## src/rtl/regfile_port_sched_if.sv

```systemverilog
// Bundle of the instruction, operand, register-file and write-back signals
// exchanged between the operand sequencer and its surroundings.
// master: upstream decode / execute / write-back / register-file side.
// slave : the sequencer (regfile_port_sched).
interface regfile_port_sched_if #(
  parameter int DATA_W = 32
);
  // Instruction intake
  logic              instr_valid;
  logic              instr_ready;
  logic [31:0]       instr;
  logic              need_rn;
  logic              need_rm;
  logic              need_rs;
  logic              wb_en;
  logic              dest_is_pc;

  // Register-file read ports (asynchronous read data)
  logic [3:0]        rf_ra0;
  logic [3:0]        rf_ra1;
  logic [DATA_W-1:0] rf_rd0;
  logic [DATA_W-1:0] rf_rd1;

  // Operand hand-off to execute
  logic              op_valid;
  logic              op_ready;
  logic [DATA_W-1:0] op_rn;
  logic [DATA_W-1:0] op_rm;
  logic [DATA_W-1:0] op_rs;
  logic [3:0]        op_dest;

  // Write-back requesters
  logic              mem_wb_valid;
  logic              mem_wb_ready;
  logic [3:0]        mem_wb_addr;
  logic [DATA_W-1:0] mem_wb_data;
  logic              alu_wb_valid;
  logic              alu_wb_ready;
  logic [3:0]        alu_wb_addr;
  logic [DATA_W-1:0] alu_wb_data;

  // Register-file write port
  logic              rf_we;
  logic [3:0]        rf_wa;
  logic [DATA_W-1:0] rf_wd;

  modport master (
    output instr_valid, instr, need_rn, need_rm, need_rs, wb_en, dest_is_pc,
    output rf_rd0, rf_rd1, op_ready,
    output mem_wb_valid, mem_wb_addr, mem_wb_data,
    output alu_wb_valid, alu_wb_addr, alu_wb_data,
    input  instr_ready, rf_ra0, rf_ra1,
    input  op_valid, op_rn, op_rm, op_rs, op_dest,
    input  mem_wb_ready, alu_wb_ready, rf_we, rf_wa, rf_wd
  );

  modport slave (
    input  instr_valid, instr, need_rn, need_rm, need_rs, wb_en, dest_is_pc,
    input  rf_rd0, rf_rd1, op_ready,
    input  mem_wb_valid, mem_wb_addr, mem_wb_data,
    input  alu_wb_valid, alu_wb_addr, alu_wb_data,
    output instr_ready, rf_ra0, rf_ra1,
    output op_valid, op_rn, op_rm, op_rs, op_dest,
    output mem_wb_ready, alu_wb_ready, rf_we, rf_wa, rf_wd
  );
endinterface

```

## src/rtl/regfile_port_sched.sv

```systemverilog
// Operand sequencer and write-port arbiter for a 16x32 register file with
// two asynchronous read ports and one write port. One instruction at a time
// is read out (Rn/Rm in one cycle, Rs in a second), stalled on a
// pending-write scoreboard, and handed to execute with valid/ready.
// Write-back is arbitrated combinationally, memory before ALU.
module regfile_port_sched #(
  parameter int DATA_W = 32,
  parameter int NREG   = 16
) (
  input  logic                  i_clk,
  input  logic                  i_rst,
  regfile_port_sched_if.slave   io_bus
);

  typedef enum logic [1:0] {
    ST_IDLE  = 2'd0,
    ST_READ1 = 2'd1,
    ST_READ2 = 2'd2,
    ST_ISSUE = 2'd3
  } state_t;

  // FSM state and registered handshake outputs
  state_t            r_state;
  state_t            w_state_nxt;
  logic              r_instr_ready;
  logic              r_op_valid;

  // Captured instruction fields and flags
  logic [3:0]        r_rn;
  logic [3:0]        r_rm;
  logic [3:0]        r_rs;
  logic [3:0]        r_dest;
  logic              r_need_rn;
  logic              r_need_rm;
  logic              r_need_rs;
  logic              r_wb_en;

  // Latched operands presented to execute
  logic [DATA_W-1:0] r_op_rn;
  logic [DATA_W-1:0] r_op_rm;
  logic [DATA_W-1:0] r_op_rs;
  logic [3:0]        r_op_dest;

  // Pending-write scoreboard, one bit per register
  logic [NREG-1:0]   r_pending;
  logic [NREG-1:0]   w_pending_nxt;
  logic [NREG-1:0]   w_clr_mask;
  logic [NREG-1:0]   w_set_mask;

  // FSM strobes
  logic              w_accept;
  logic              w_latch_r1;
  logic              w_latch_r2;
  logic              w_issue_hs;
  logic              w_hazard_r1;
  logic              w_hazard_r2;

  // Read-address and write-port combinational signals
  logic [3:0]        w_ra0;
  logic [3:0]        w_ra1;
  logic              w_mem_ready;
  logic              w_alu_ready;
  logic              w_we;
  logic [3:0]        w_wa;
  logic [DATA_W-1:0] w_wd;

  // Resolved destination of the instruction being offered
  logic [3:0]        w_dest_in;

  // Encoding bits the sequencer has no use for
  logic              w_unused_instr_bits;

  assign w_unused_instr_bits = ^{io_bus.instr[31:20], io_bus.instr[7:4]};

  assign w_dest_in = io_bus.dest_is_pc ? 4'd15 : io_bus.instr[15:12];

  // RAW on either needed first-cycle operand, or WAW on the destination.
  assign w_hazard_r1 = (r_need_rn & r_pending[r_rn]) |
                       (r_need_rm & r_pending[r_rm]) |
                       (r_wb_en   & r_pending[r_dest]);

  assign w_hazard_r2 = r_pending[r_rs];

  // Next-state logic and per-state strobes
  always_comb begin
    w_state_nxt = r_state;
    w_accept    = 1'b0;
    w_latch_r1  = 1'b0;
    w_latch_r2  = 1'b0;
    w_issue_hs  = 1'b0;
    case (r_state)
      ST_IDLE: begin
        if (io_bus.instr_valid) begin
          w_accept    = 1'b1;
          w_state_nxt = ST_READ1;
        end else begin
          w_state_nxt = ST_IDLE;
        end
      end
      ST_READ1: begin
        if (w_hazard_r1) begin
          w_state_nxt = ST_READ1;
        end else begin
          w_latch_r1  = 1'b1;
          w_state_nxt = r_need_rs ? ST_READ2 : ST_ISSUE;
        end
      end
      ST_READ2: begin
        if (w_hazard_r2) begin
          w_state_nxt = ST_READ2;
        end else begin
          w_latch_r2  = 1'b1;
          w_state_nxt = ST_ISSUE;
        end
      end
      ST_ISSUE: begin
        if (io_bus.op_ready) begin
          w_issue_hs  = 1'b1;
          w_state_nxt = ST_IDLE;
        end else begin
          w_state_nxt = ST_ISSUE;
        end
      end
      default: begin
        w_state_nxt = ST_IDLE;
      end
    endcase
  end

  // Read-port address steering; idle/issue park both ports at R0
  always_comb begin
    w_ra0 = 4'd0;
    w_ra1 = 4'd0;
    case (r_state)
      ST_READ1: begin
        w_ra0 = r_rn;
        w_ra1 = r_rm;
      end
      ST_READ2: begin
        w_ra0 = r_rs;
        w_ra1 = r_rs;
      end
      default: begin
        w_ra0 = 4'd0;
        w_ra1 = 4'd0;
      end
    endcase
  end

  // Fixed-priority write-port arbitration, memory ahead of ALU
  always_comb begin
    w_mem_ready = 1'b0;
    w_alu_ready = 1'b0;
    w_we        = 1'b0;
    w_wa        = 4'd0;
    w_wd        = {DATA_W{1'b0}};
    if (io_bus.mem_wb_valid) begin
      w_mem_ready = 1'b1;
      w_we        = 1'b1;
      w_wa        = io_bus.mem_wb_addr;
      w_wd        = io_bus.mem_wb_data;
    end else if (io_bus.alu_wb_valid) begin
      w_alu_ready = 1'b1;
      w_we        = 1'b1;
      w_wa        = io_bus.alu_wb_addr;
      w_wd        = io_bus.alu_wb_data;
    end else begin
      w_we        = 1'b0;
    end
  end

  // Scoreboard update: clear on the write edge, set on issue (set wins)
  always_comb begin
    w_clr_mask    = w_we ? ({{(NREG-1){1'b0}}, 1'b1} << w_wa) : {NREG{1'b0}};
    w_set_mask    = (w_issue_hs & r_wb_en) ? ({{(NREG-1){1'b0}}, 1'b1} << r_dest)
                                           : {NREG{1'b0}};
    w_pending_nxt = (r_pending & ~w_clr_mask) | w_set_mask;
  end

  // State register, registered handshake flags and scoreboard
  always_ff @(posedge i_clk) begin
    if (i_rst) begin
      r_state       <= ST_IDLE;
      r_instr_ready <= 1'b1;
      r_op_valid    <= 1'b0;
      r_pending     <= {NREG{1'b0}};
    end else begin
      r_state       <= w_state_nxt;
      r_instr_ready <= (w_state_nxt == ST_IDLE);
      r_op_valid    <= (w_state_nxt == ST_ISSUE);
      r_pending     <= w_pending_nxt;
    end
  end

  // Capture the offered instruction's fields on acceptance
  always_ff @(posedge i_clk) begin
    if (i_rst) begin
      r_rn      <= 4'd0;
      r_rm      <= 4'd0;
      r_rs      <= 4'd0;
      r_dest    <= 4'd0;
      r_need_rn <= 1'b0;
      r_need_rm <= 1'b0;
      r_need_rs <= 1'b0;
      r_wb_en   <= 1'b0;
    end else if (w_accept) begin
      r_rn      <= io_bus.instr[19:16];
      r_rm      <= io_bus.instr[3:0];
      r_rs      <= io_bus.instr[11:8];
      r_dest    <= w_dest_in;
      r_need_rn <= io_bus.need_rn;
      r_need_rm <= io_bus.need_rm;
      r_need_rs <= io_bus.need_rs;
      r_wb_en   <= io_bus.wb_en;
    end
  end

  // Operand latches; they only move in READ1/READ2, so they hold in ISSUE
  always_ff @(posedge i_clk) begin
    if (i_rst) begin
      r_op_rn   <= {DATA_W{1'b0}};
      r_op_rm   <= {DATA_W{1'b0}};
      r_op_rs   <= {DATA_W{1'b0}};
      r_op_dest <= 4'd0;
    end else if (w_latch_r1) begin
      r_op_rn   <= io_bus.rf_rd0;
      r_op_rm   <= io_bus.rf_rd1;
      r_op_dest <= r_dest;
      // Without an Rs operand the shift operand is defined as zero.
      r_op_rs   <= r_need_rs ? r_op_rs : {DATA_W{1'b0}};
    end else if (w_latch_r2) begin
      r_op_rs   <= io_bus.rf_rd0;
    end
  end

  assign io_bus.instr_ready  = r_instr_ready;
  assign io_bus.op_valid     = r_op_valid;
  assign io_bus.op_rn        = r_op_rn;
  assign io_bus.op_rm        = r_op_rm;
  assign io_bus.op_rs        = r_op_rs;
  assign io_bus.op_dest      = r_op_dest;
  assign io_bus.rf_ra0       = w_ra0;
  assign io_bus.rf_ra1       = w_ra1;
  assign io_bus.mem_wb_ready = w_mem_ready;
  assign io_bus.alu_wb_ready = w_alu_ready;
  assign io_bus.rf_we        = w_we;
  assign io_bus.rf_wa        = w_wa;
  assign io_bus.rf_wd        = w_wd;

endmodule

```

## src/flat_wrapper.sv

```systemverilog
// flat-port wrapper written by rule: the top's interface ports become plain ports
module regfile_port_sched_flat 
#(
  parameter int DATA_W = 32,
  parameter int NREG   = 16
)
  (i_clk, i_rst, io_bus_instr_valid, io_bus_instr, io_bus_need_rn, io_bus_need_rm, io_bus_need_rs, io_bus_wb_en, io_bus_dest_is_pc, io_bus_rf_rd0, io_bus_rf_rd1, io_bus_op_ready, io_bus_mem_wb_valid, io_bus_mem_wb_addr, io_bus_mem_wb_data, io_bus_alu_wb_valid, io_bus_alu_wb_addr, io_bus_alu_wb_data, io_bus_instr_ready, io_bus_rf_ra0, io_bus_rf_ra1, io_bus_op_valid, io_bus_op_rn, io_bus_op_rm, io_bus_op_rs, io_bus_op_dest, io_bus_mem_wb_ready, io_bus_alu_wb_ready, io_bus_rf_we, io_bus_rf_wa, io_bus_rf_wd);
  regfile_port_sched_if #(.DATA_W(DATA_W)) io_bus_i ();
  input  logic i_clk;
  input  logic i_rst;
  input wire logic [$bits(io_bus_i.instr_valid)-1:0] io_bus_instr_valid;
  input wire logic [$bits(io_bus_i.instr)-1:0] io_bus_instr;
  input wire logic [$bits(io_bus_i.need_rn)-1:0] io_bus_need_rn;
  input wire logic [$bits(io_bus_i.need_rm)-1:0] io_bus_need_rm;
  input wire logic [$bits(io_bus_i.need_rs)-1:0] io_bus_need_rs;
  input wire logic [$bits(io_bus_i.wb_en)-1:0] io_bus_wb_en;
  input wire logic [$bits(io_bus_i.dest_is_pc)-1:0] io_bus_dest_is_pc;
  input wire logic [$bits(io_bus_i.rf_rd0)-1:0] io_bus_rf_rd0;
  input wire logic [$bits(io_bus_i.rf_rd1)-1:0] io_bus_rf_rd1;
  input wire logic [$bits(io_bus_i.op_ready)-1:0] io_bus_op_ready;
  input wire logic [$bits(io_bus_i.mem_wb_valid)-1:0] io_bus_mem_wb_valid;
  input wire logic [$bits(io_bus_i.mem_wb_addr)-1:0] io_bus_mem_wb_addr;
  input wire logic [$bits(io_bus_i.mem_wb_data)-1:0] io_bus_mem_wb_data;
  input wire logic [$bits(io_bus_i.alu_wb_valid)-1:0] io_bus_alu_wb_valid;
  input wire logic [$bits(io_bus_i.alu_wb_addr)-1:0] io_bus_alu_wb_addr;
  input wire logic [$bits(io_bus_i.alu_wb_data)-1:0] io_bus_alu_wb_data;
  output wire logic [$bits(io_bus_i.instr_ready)-1:0] io_bus_instr_ready;
  output wire logic [$bits(io_bus_i.rf_ra0)-1:0] io_bus_rf_ra0;
  output wire logic [$bits(io_bus_i.rf_ra1)-1:0] io_bus_rf_ra1;
  output wire logic [$bits(io_bus_i.op_valid)-1:0] io_bus_op_valid;
  output wire logic [$bits(io_bus_i.op_rn)-1:0] io_bus_op_rn;
  output wire logic [$bits(io_bus_i.op_rm)-1:0] io_bus_op_rm;
  output wire logic [$bits(io_bus_i.op_rs)-1:0] io_bus_op_rs;
  output wire logic [$bits(io_bus_i.op_dest)-1:0] io_bus_op_dest;
  output wire logic [$bits(io_bus_i.mem_wb_ready)-1:0] io_bus_mem_wb_ready;
  output wire logic [$bits(io_bus_i.alu_wb_ready)-1:0] io_bus_alu_wb_ready;
  output wire logic [$bits(io_bus_i.rf_we)-1:0] io_bus_rf_we;
  output wire logic [$bits(io_bus_i.rf_wa)-1:0] io_bus_rf_wa;
  output wire logic [$bits(io_bus_i.rf_wd)-1:0] io_bus_rf_wd;
  assign io_bus_i.instr_valid = io_bus_instr_valid;
  assign io_bus_i.instr = io_bus_instr;
  assign io_bus_i.need_rn = io_bus_need_rn;
  assign io_bus_i.need_rm = io_bus_need_rm;
  assign io_bus_i.need_rs = io_bus_need_rs;
  assign io_bus_i.wb_en = io_bus_wb_en;
  assign io_bus_i.dest_is_pc = io_bus_dest_is_pc;
  assign io_bus_i.rf_rd0 = io_bus_rf_rd0;
  assign io_bus_i.rf_rd1 = io_bus_rf_rd1;
  assign io_bus_i.op_ready = io_bus_op_ready;
  assign io_bus_i.mem_wb_valid = io_bus_mem_wb_valid;
  assign io_bus_i.mem_wb_addr = io_bus_mem_wb_addr;
  assign io_bus_i.mem_wb_data = io_bus_mem_wb_data;
  assign io_bus_i.alu_wb_valid = io_bus_alu_wb_valid;
  assign io_bus_i.alu_wb_addr = io_bus_alu_wb_addr;
  assign io_bus_i.alu_wb_data = io_bus_alu_wb_data;
  assign io_bus_instr_ready = io_bus_i.instr_ready;
  assign io_bus_rf_ra0 = io_bus_i.rf_ra0;
  assign io_bus_rf_ra1 = io_bus_i.rf_ra1;
  assign io_bus_op_valid = io_bus_i.op_valid;
  assign io_bus_op_rn = io_bus_i.op_rn;
  assign io_bus_op_rm = io_bus_i.op_rm;
  assign io_bus_op_rs = io_bus_i.op_rs;
  assign io_bus_op_dest = io_bus_i.op_dest;
  assign io_bus_mem_wb_ready = io_bus_i.mem_wb_ready;
  assign io_bus_alu_wb_ready = io_bus_i.alu_wb_ready;
  assign io_bus_rf_we = io_bus_i.rf_we;
  assign io_bus_rf_wa = io_bus_i.rf_wa;
  assign io_bus_rf_wd = io_bus_i.rf_wd;
  regfile_port_sched #(.DATA_W(DATA_W), .NREG(NREG)) u_core (.i_clk(i_clk), .i_rst(i_rst), .io_bus(io_bus_i));
endmodule
```

## config.mk

```make
export PLATFORM = sky130hd
export DESIGN_NAME = regfile_port_sched_flat
export DESIGN_NICKNAME = d
export VERILOG_FILES = /design/src/rtl/regfile_port_sched_if.sv /design/src/rtl/regfile_port_sched.sv /design/src/flat_wrapper.sv
export SDC_FILE = /design/constraint.sdc
export NUM_CORES = 1
export LEC_CHECK = 0
export ABC_CLOCK_PERIOD_IN_PS = 3340
export CAP_MARGIN = 20
export CORE_MARGIN = 1
export CORE_UTILIZATION = 40
export DETAILED_ROUTE_END_ITERATION = 16
export HOLD_SLACK_MARGIN = 0.05
export PLACE_DENSITY = 0.75
export SLEW_MARGIN = 0
export SYNTH_ARGS = -nofsm -noshare
export SYNTH_HDL_FRONTEND = slang
export SYNTH_SLANG_ARGS = --single-unit
```

## constraint.sdc

```tcl
create_clock -name i_clk -period 3.34 [get_ports i_clk]
set_input_delay 0.668 -clock i_clk [delete_from_list [all_inputs] [get_ports i_clk]]
set_output_delay 0.668 -clock i_clk [all_outputs]
set_load 0.01 [all_outputs]
```

[Word-level counts from Yosys, hierarchy flattened]
Cells that the tools add are included.
Widths: inputs -> output; s select.
Storage, ports and cells
  memory bits (read-only): 0
  latch bits: 0
  memory bits (writable): 0
  register bits after elaboration: 140
  bits of input ports: 179
  memories: 0
  logic and storage cells: 78
  output and inout port bits: 149
Operators by class
  $lt $le $gt $ge: 4
  shift operators: 2
  reduce and logical (&&, ||, !) cells: 4
  mux-type cells: 38
  equality and inequality tests: 5
  multiply operators: 0
  bitwise operators: 9
  add/sub/neg operators: 0
  div/mod/pow operators: 0
Operators with widths (count)
  $mux 32: 5
  $mux 16: 2
  $shl 1x4->16 const A: 2
  $lt 4x5->1 const B: 4
  $mux 1: 19
  $and 16x16->16: 1
  $bmux 1 s4: 4
  $not 16->16: 1
  $or 16x16->16: 1
  $pmux 4 s2: 2
  $mux 4: 3
  $pmux 2 s4: 1
  $eq 2x2->1 const B: 3
  $and 1x1->1: 4
  $logic_not 2->1: 2
  $mux 2: 2
  $eq 2x1->1 const B: 1
  $ne 2x2->1 const B: 1
  $or 1x1->1: 2
  $reduce_and 2->1: 1
  $reduce_bool 2->1: 1

[Longest topological paths before layout]
  depth in word-level cells: 9
  mapped depth: 11
  mapped depth without buffers: 7

[Least setup slack after synthesis]
OpenSTA, ideal clock, no wires.
  kind: reg2reg
  start point: register u_core.r_rs[0]
  end point: register u_core.r_op_rs[4], in the netlist u_core.io_bus.op_rs[4]
  stages on the path, launching flop included: 10
  setup slack: 1004 ps
  library setup time: 139 ps
  arrival time: 2198 ps
  buffers on the path: 3
  required time: 3201 ps
  period minus slack after synthesis: 2336 ps
  cell sequence: dfxtp_1 -> buf_6 -> mux4_1 -> mux2_2 -> a211o_1 -> buf_6 -> buf_12 -> mux2_4 -> o31ai_2 -> a21oi_2
Between the ends
  word-level cells in the longest chain between the ends: 6
RTL lines
  from (decl): RTL line regfile_port_sched.sv:31  | logic [3:0] r_rs;
  from (signal assigned): RTL line regfile_port_sched.sv:209  | r_rs <= io_bus.instr[11:8];
  $bmux 1 s4: RTL line regfile_port_sched.sv:82  | assign w_hazard_r2 = r_pending[r_rs];
  $mux 1 (not written as such): RTL line regfile_port_sched.sv:82
  $mux 1: RTL line regfile_port_sched.sv:109  | if (w_hazard_r2) begin
  $mux 1: RTL line regfile_port_sched.sv:91  | case (r_state)
  $reduce_bool 2->1 (no source line)
  $reduce_and 2->1 (no source line)
  to (signal assigned): RTL line regfile_port_sched.sv:223  | r_op_rs <= {DATA_W{1'b0}};
  to (signal assigned): RTL line regfile_port_sched.sv:230  | r_op_rs <= r_need_rs ? r_op_rs : {DATA_W{1'b0}};
  to (signal assigned): RTL line regfile_port_sched.sv:232  | r_op_rs <= io_bus.rf_rd0;
  to (decl): RTL line regfile_port_sched.sv:41  | logic [DATA_W-1:0] r_op_rs;
No other way between the ends. The select of a mux whose other input is x is not followed.
A chain may end at the register's enable or synchronous reset.

[Worst setup path in the final report]
  start point: input io_bus_alu_wb_valid
  end point: output io_bus_rf_wd[16]
Between the ends
  word-level cells in the longest chain between the ends: 2
RTL lines
  from (decl): RTL line flat_wrapper.sv:24  | input wire logic [$bits(io_bus_i.alu_wb_valid)-1:0] io_bus_alu_wb_valid;
  $mux 32: RTL line regfile_port_sched.sv:162  | end else if (io_bus.alu_wb_valid) begin
  $mux 32: RTL line regfile_port_sched.sv:157  | if (io_bus.mem_wb_valid) begin
  to (decl): RTL line flat_wrapper.sv:39  | output wire logic [$bits(io_bus_i.rf_wd)-1:0] io_bus_rf_wd;
No other way between the ends.

==> flow_metrics.tcl <==
set metrics [dict create \
    slew_headroom_pct 49.9 \
    period_needed_ns 3.18 \
    synth_edf_count 0 \
    outcome "finished, final reports clean" \
    ys_types 58 \
    fill_cells 1793 \
    critPathLaunchType "input pin" \
    antenna_left 0 \
    slew_violations 0 \
    ys.flop_type "dfxtp_1" \
    yosysTopAreaCell "dfxtp_1" \
    regArea_sq_mm 0.00280 \
    io_buffers 311 \
    final_util_pct 59.9 \
    avgViaCountPerCell 5.74 \
    synthCells 891 \
    p_per_area_mw_per_mm2 462 \
    syn-num-nets 1075 \
    clock.fmax_mhz 315 \
    htree_levels 4 \
    cts_tree "done" \
    drcViolationCount 0 \
    fin_nets 1322 \
    drive_gt1_share_pct 14.9 \
    critPathKind "input pin to output pin" \
    clock_skew_ns 0.00744 \
    grt_pass1_wl_mm 41.7 \
    fin_cells 1417 \
    ys_seq_area_share_pct 34.7 \
    slowest_stage "clkdlybuf4s50_1" \
    root_buffer "clkbuf_16" \
    firstDrtPassIters 5 \
    power_frac_seq_pct 35.8 \
    drv_cap 0 \
    p_leak_nw 4.07 \
    path_cells "clkdlybuf4s50_1 -> nor2b_2 -> buf_4 -> a22o_1 -> clkdlybuf4s50_1" \
    netlist_area_sq_mm 0.00808 \
    p_sw_share_pct 30.9 \
    grt_overflow 0 \
    ctsLongestPathBuffers 2 \
    place_congestion 0.911 \
    p_int_mw 3.76 \
    worstPathArrival_ns 2.51 \
    wl_per_cell_um 19.0 \
    vias 8139 \
    syn_to_final_growth_pct 45.8 \
    synth_top_area_share_pct 34.7 \
    p_total_mw 5.44 \
    synth_most_common_cell "dfxtp_1" \
    cts_resized 0 \
    grt_start_max_net_pins 82 \
    syn-mean-instance-area_sq_um 9.06 \
    min_path_type "register to register" \
    cts_setup_buffers 0 \
    std_cell_rows 51 \
    slowest_delay_ns 0.55 \
    tightest_slew_ns 0.752 \
    power_switching_mw 1.68 \
    layout_worst_path_cycle_share_pct 95.1 \
    grt_pass1_vias 7723 \
    hold_viol_final 0 \
    pwr-share-clk_pct 35.9 \
    end_kind "output pin" \
    multi_input_area_sq_mm 0.00460 \
    async_flop_share_pct 0 \
    place_inst 1384 \
    io_pins 328 \
    numCtsBuffers 17 \
    insertion_delay_ns 0.42 \
    yosys-top-cells-count "140 x dfxtp_1, 105 x a21oi_1, 101 x nand2_1" \
    cts.clk_slew.worst_paths_ns 0.06 \
    ir_drop_mv 0.378 \
    critical_path.max_fanout 28 \
    wirelength_mm 26.9 \
    required_ns 2.67 \
    synth-seq-cells 140 \
    ys_top_cells_by_area "dfxtp_1 35%, o31ai_1 6.7%, a21oi_1 6.5%" \
    setup_viol 0 \
    die_w_um 144 \
    track_usage_pct 25.5 \
    clkSinkCount 140 \
    initial_core_util_pct 41.1 \
    die_area_sq_mm 0.0208 \
    path_common_cell "clkdlybuf4s50_1" \
    rsz0062_at_grt "false" \
    fin_setup_tns_ns 0 \
    comb_power_share_pct 28.2 \
    drt-initial-drc-count 551 \
    cts-hold-fix-buffers 0 \
    fp.dieH_um 144 \
    yosys_warnings 0 \
    antenna_found_initial 1 \
    post-dp-hpwl_mm 17.8 \
    core-area_sq_mm 0.0197 \
]
cell type report:
class | count | area share, %
clock inverter | 14 | 1.45
multi-input combinational | 632 | 39.1
inverter | 9 | 0.287
timing repair buffer | 338 | 28.9
antenna | 1 | 0.0213
tap | 265 | 2.82
sequential | 140 | 23.8
clock buffer | 18 | 3.65
placed cells by master (no fill, tap or decap), types with 7 or more instances in the layout:
master             n
a22o_1            33
nand3_1            7
o31ai_1           72
inv_1              8
a21oi_2           29
or4_1             33
buf_4             21
nor3_1            10
nor2b_1           12
dfxtp_1          140
buf_12             7
mux2_4            29
nor2_1            10
a21boi_0           8
nand4_1           68
clkdlybuf4s50_1  310
o21ai_0           17
nand2_1          101
clkbuf_16         17
a21oi_1          105
mux2i_1           10
o31ai_2           29
state kept, by name, summed over array words and instances (netlist names), 2 cells and up:
register and count:
u_core.r_rs 4, u_core.r_rn 4, u_core.io_bus.op_rm 32, u_core.io_bus.op_dest 4
u_core.io_bus.op_rs 32, u_core.r_pending 16, u_core.r_dest 4, u_core.r_rm 4
u_core.io_bus.op_rn 32, u_core.r_state 2
cells by family (layout without fill, tap and decap cells):
group / count (synthesis) / in the layout / synth area share (%)
AOI/OAI and AO/OA: 314 / 314 / 28.9
and+or+nand+nor: 261 / 261 / 17.2
DFF: 140 / 140 / 34.7
buffers and inverters: 119 / 379 / 8.58
muxes: 52 / 52 / 9.84
adders and majority gates: 5 / 5 / 0.775
other: 0 / 1 / 0
critical path, delay by kind of cell:
family,cells,cell delay (ns)
buffers and inverters,3,1.38
and+or+nand+nor,1,0.26
AOI/OAI and AO/OA,1,0.19
power groups by stage:
stage	Combinational, mW	Clock (mW)	Sequential [mW]
6_report	1.54	1.96	1.95
4_1_cts	1.54	1.98	1.95
3_3_place_gp	1.52	0	1.97
2_1_floorplan	0.808	0	2.00
5_1_grt	1.65	2.06	1.97
3_5_place_dp	1.53	0	1.98
layer usage:
metal | wire length [um] | vias up | track usage [%]
met3 | 2030 | 42 | 7.32
li1 | - | 3874 | -
met1 | 11500 | 3940 | 32.8
met2 | 12700 | 283 | 40.4
met4 | 624 | 0 | 9.24
met5 | 0 | - | 0
stage by stage:
step | instance area (sq um) | setup WS, ns | hold slack, ns
floorplan | 8080 | 1.00 | 0.445
global placement | 11200 | 0.209 | 0.453
detailed placement | 11200 | 0.179 | 0.461
CTS | 11800 | 0.167 | 0.467
global route | 11800 | 0.0775 | 0.486
finish | 11800 | 0.162 | 0.470
path summary, 6_finish.rpt:
kind | from | endpoint | slack [ns] | cells past startpoint
setup / recovery | io_bus_alu_wb_valid | io_bus_rf_wd[16] | 0.16 | 5
hold / removal | u_core.io_bus.op_rm[22]$_SDFFE_PP0P_ | u_core.io_bus.op_rm[22]$_SDFFE_PP0P_ | 0.47 | 2
setup reg to reg | u_core.r_rm[0]$_SDFFE_PP0P_ | u_core.io_bus.op_rn[0]$_SDFFE_PP0P_ | 0.44 | 7
hold reg to reg | u_core.io_bus.op_rm[22]$_SDFFE_PP0P_ | u_core.io_bus.op_rm[22]$_SDFFE_PP0P_ | 0.47 | 2
(Power assumes the default switching activity.)
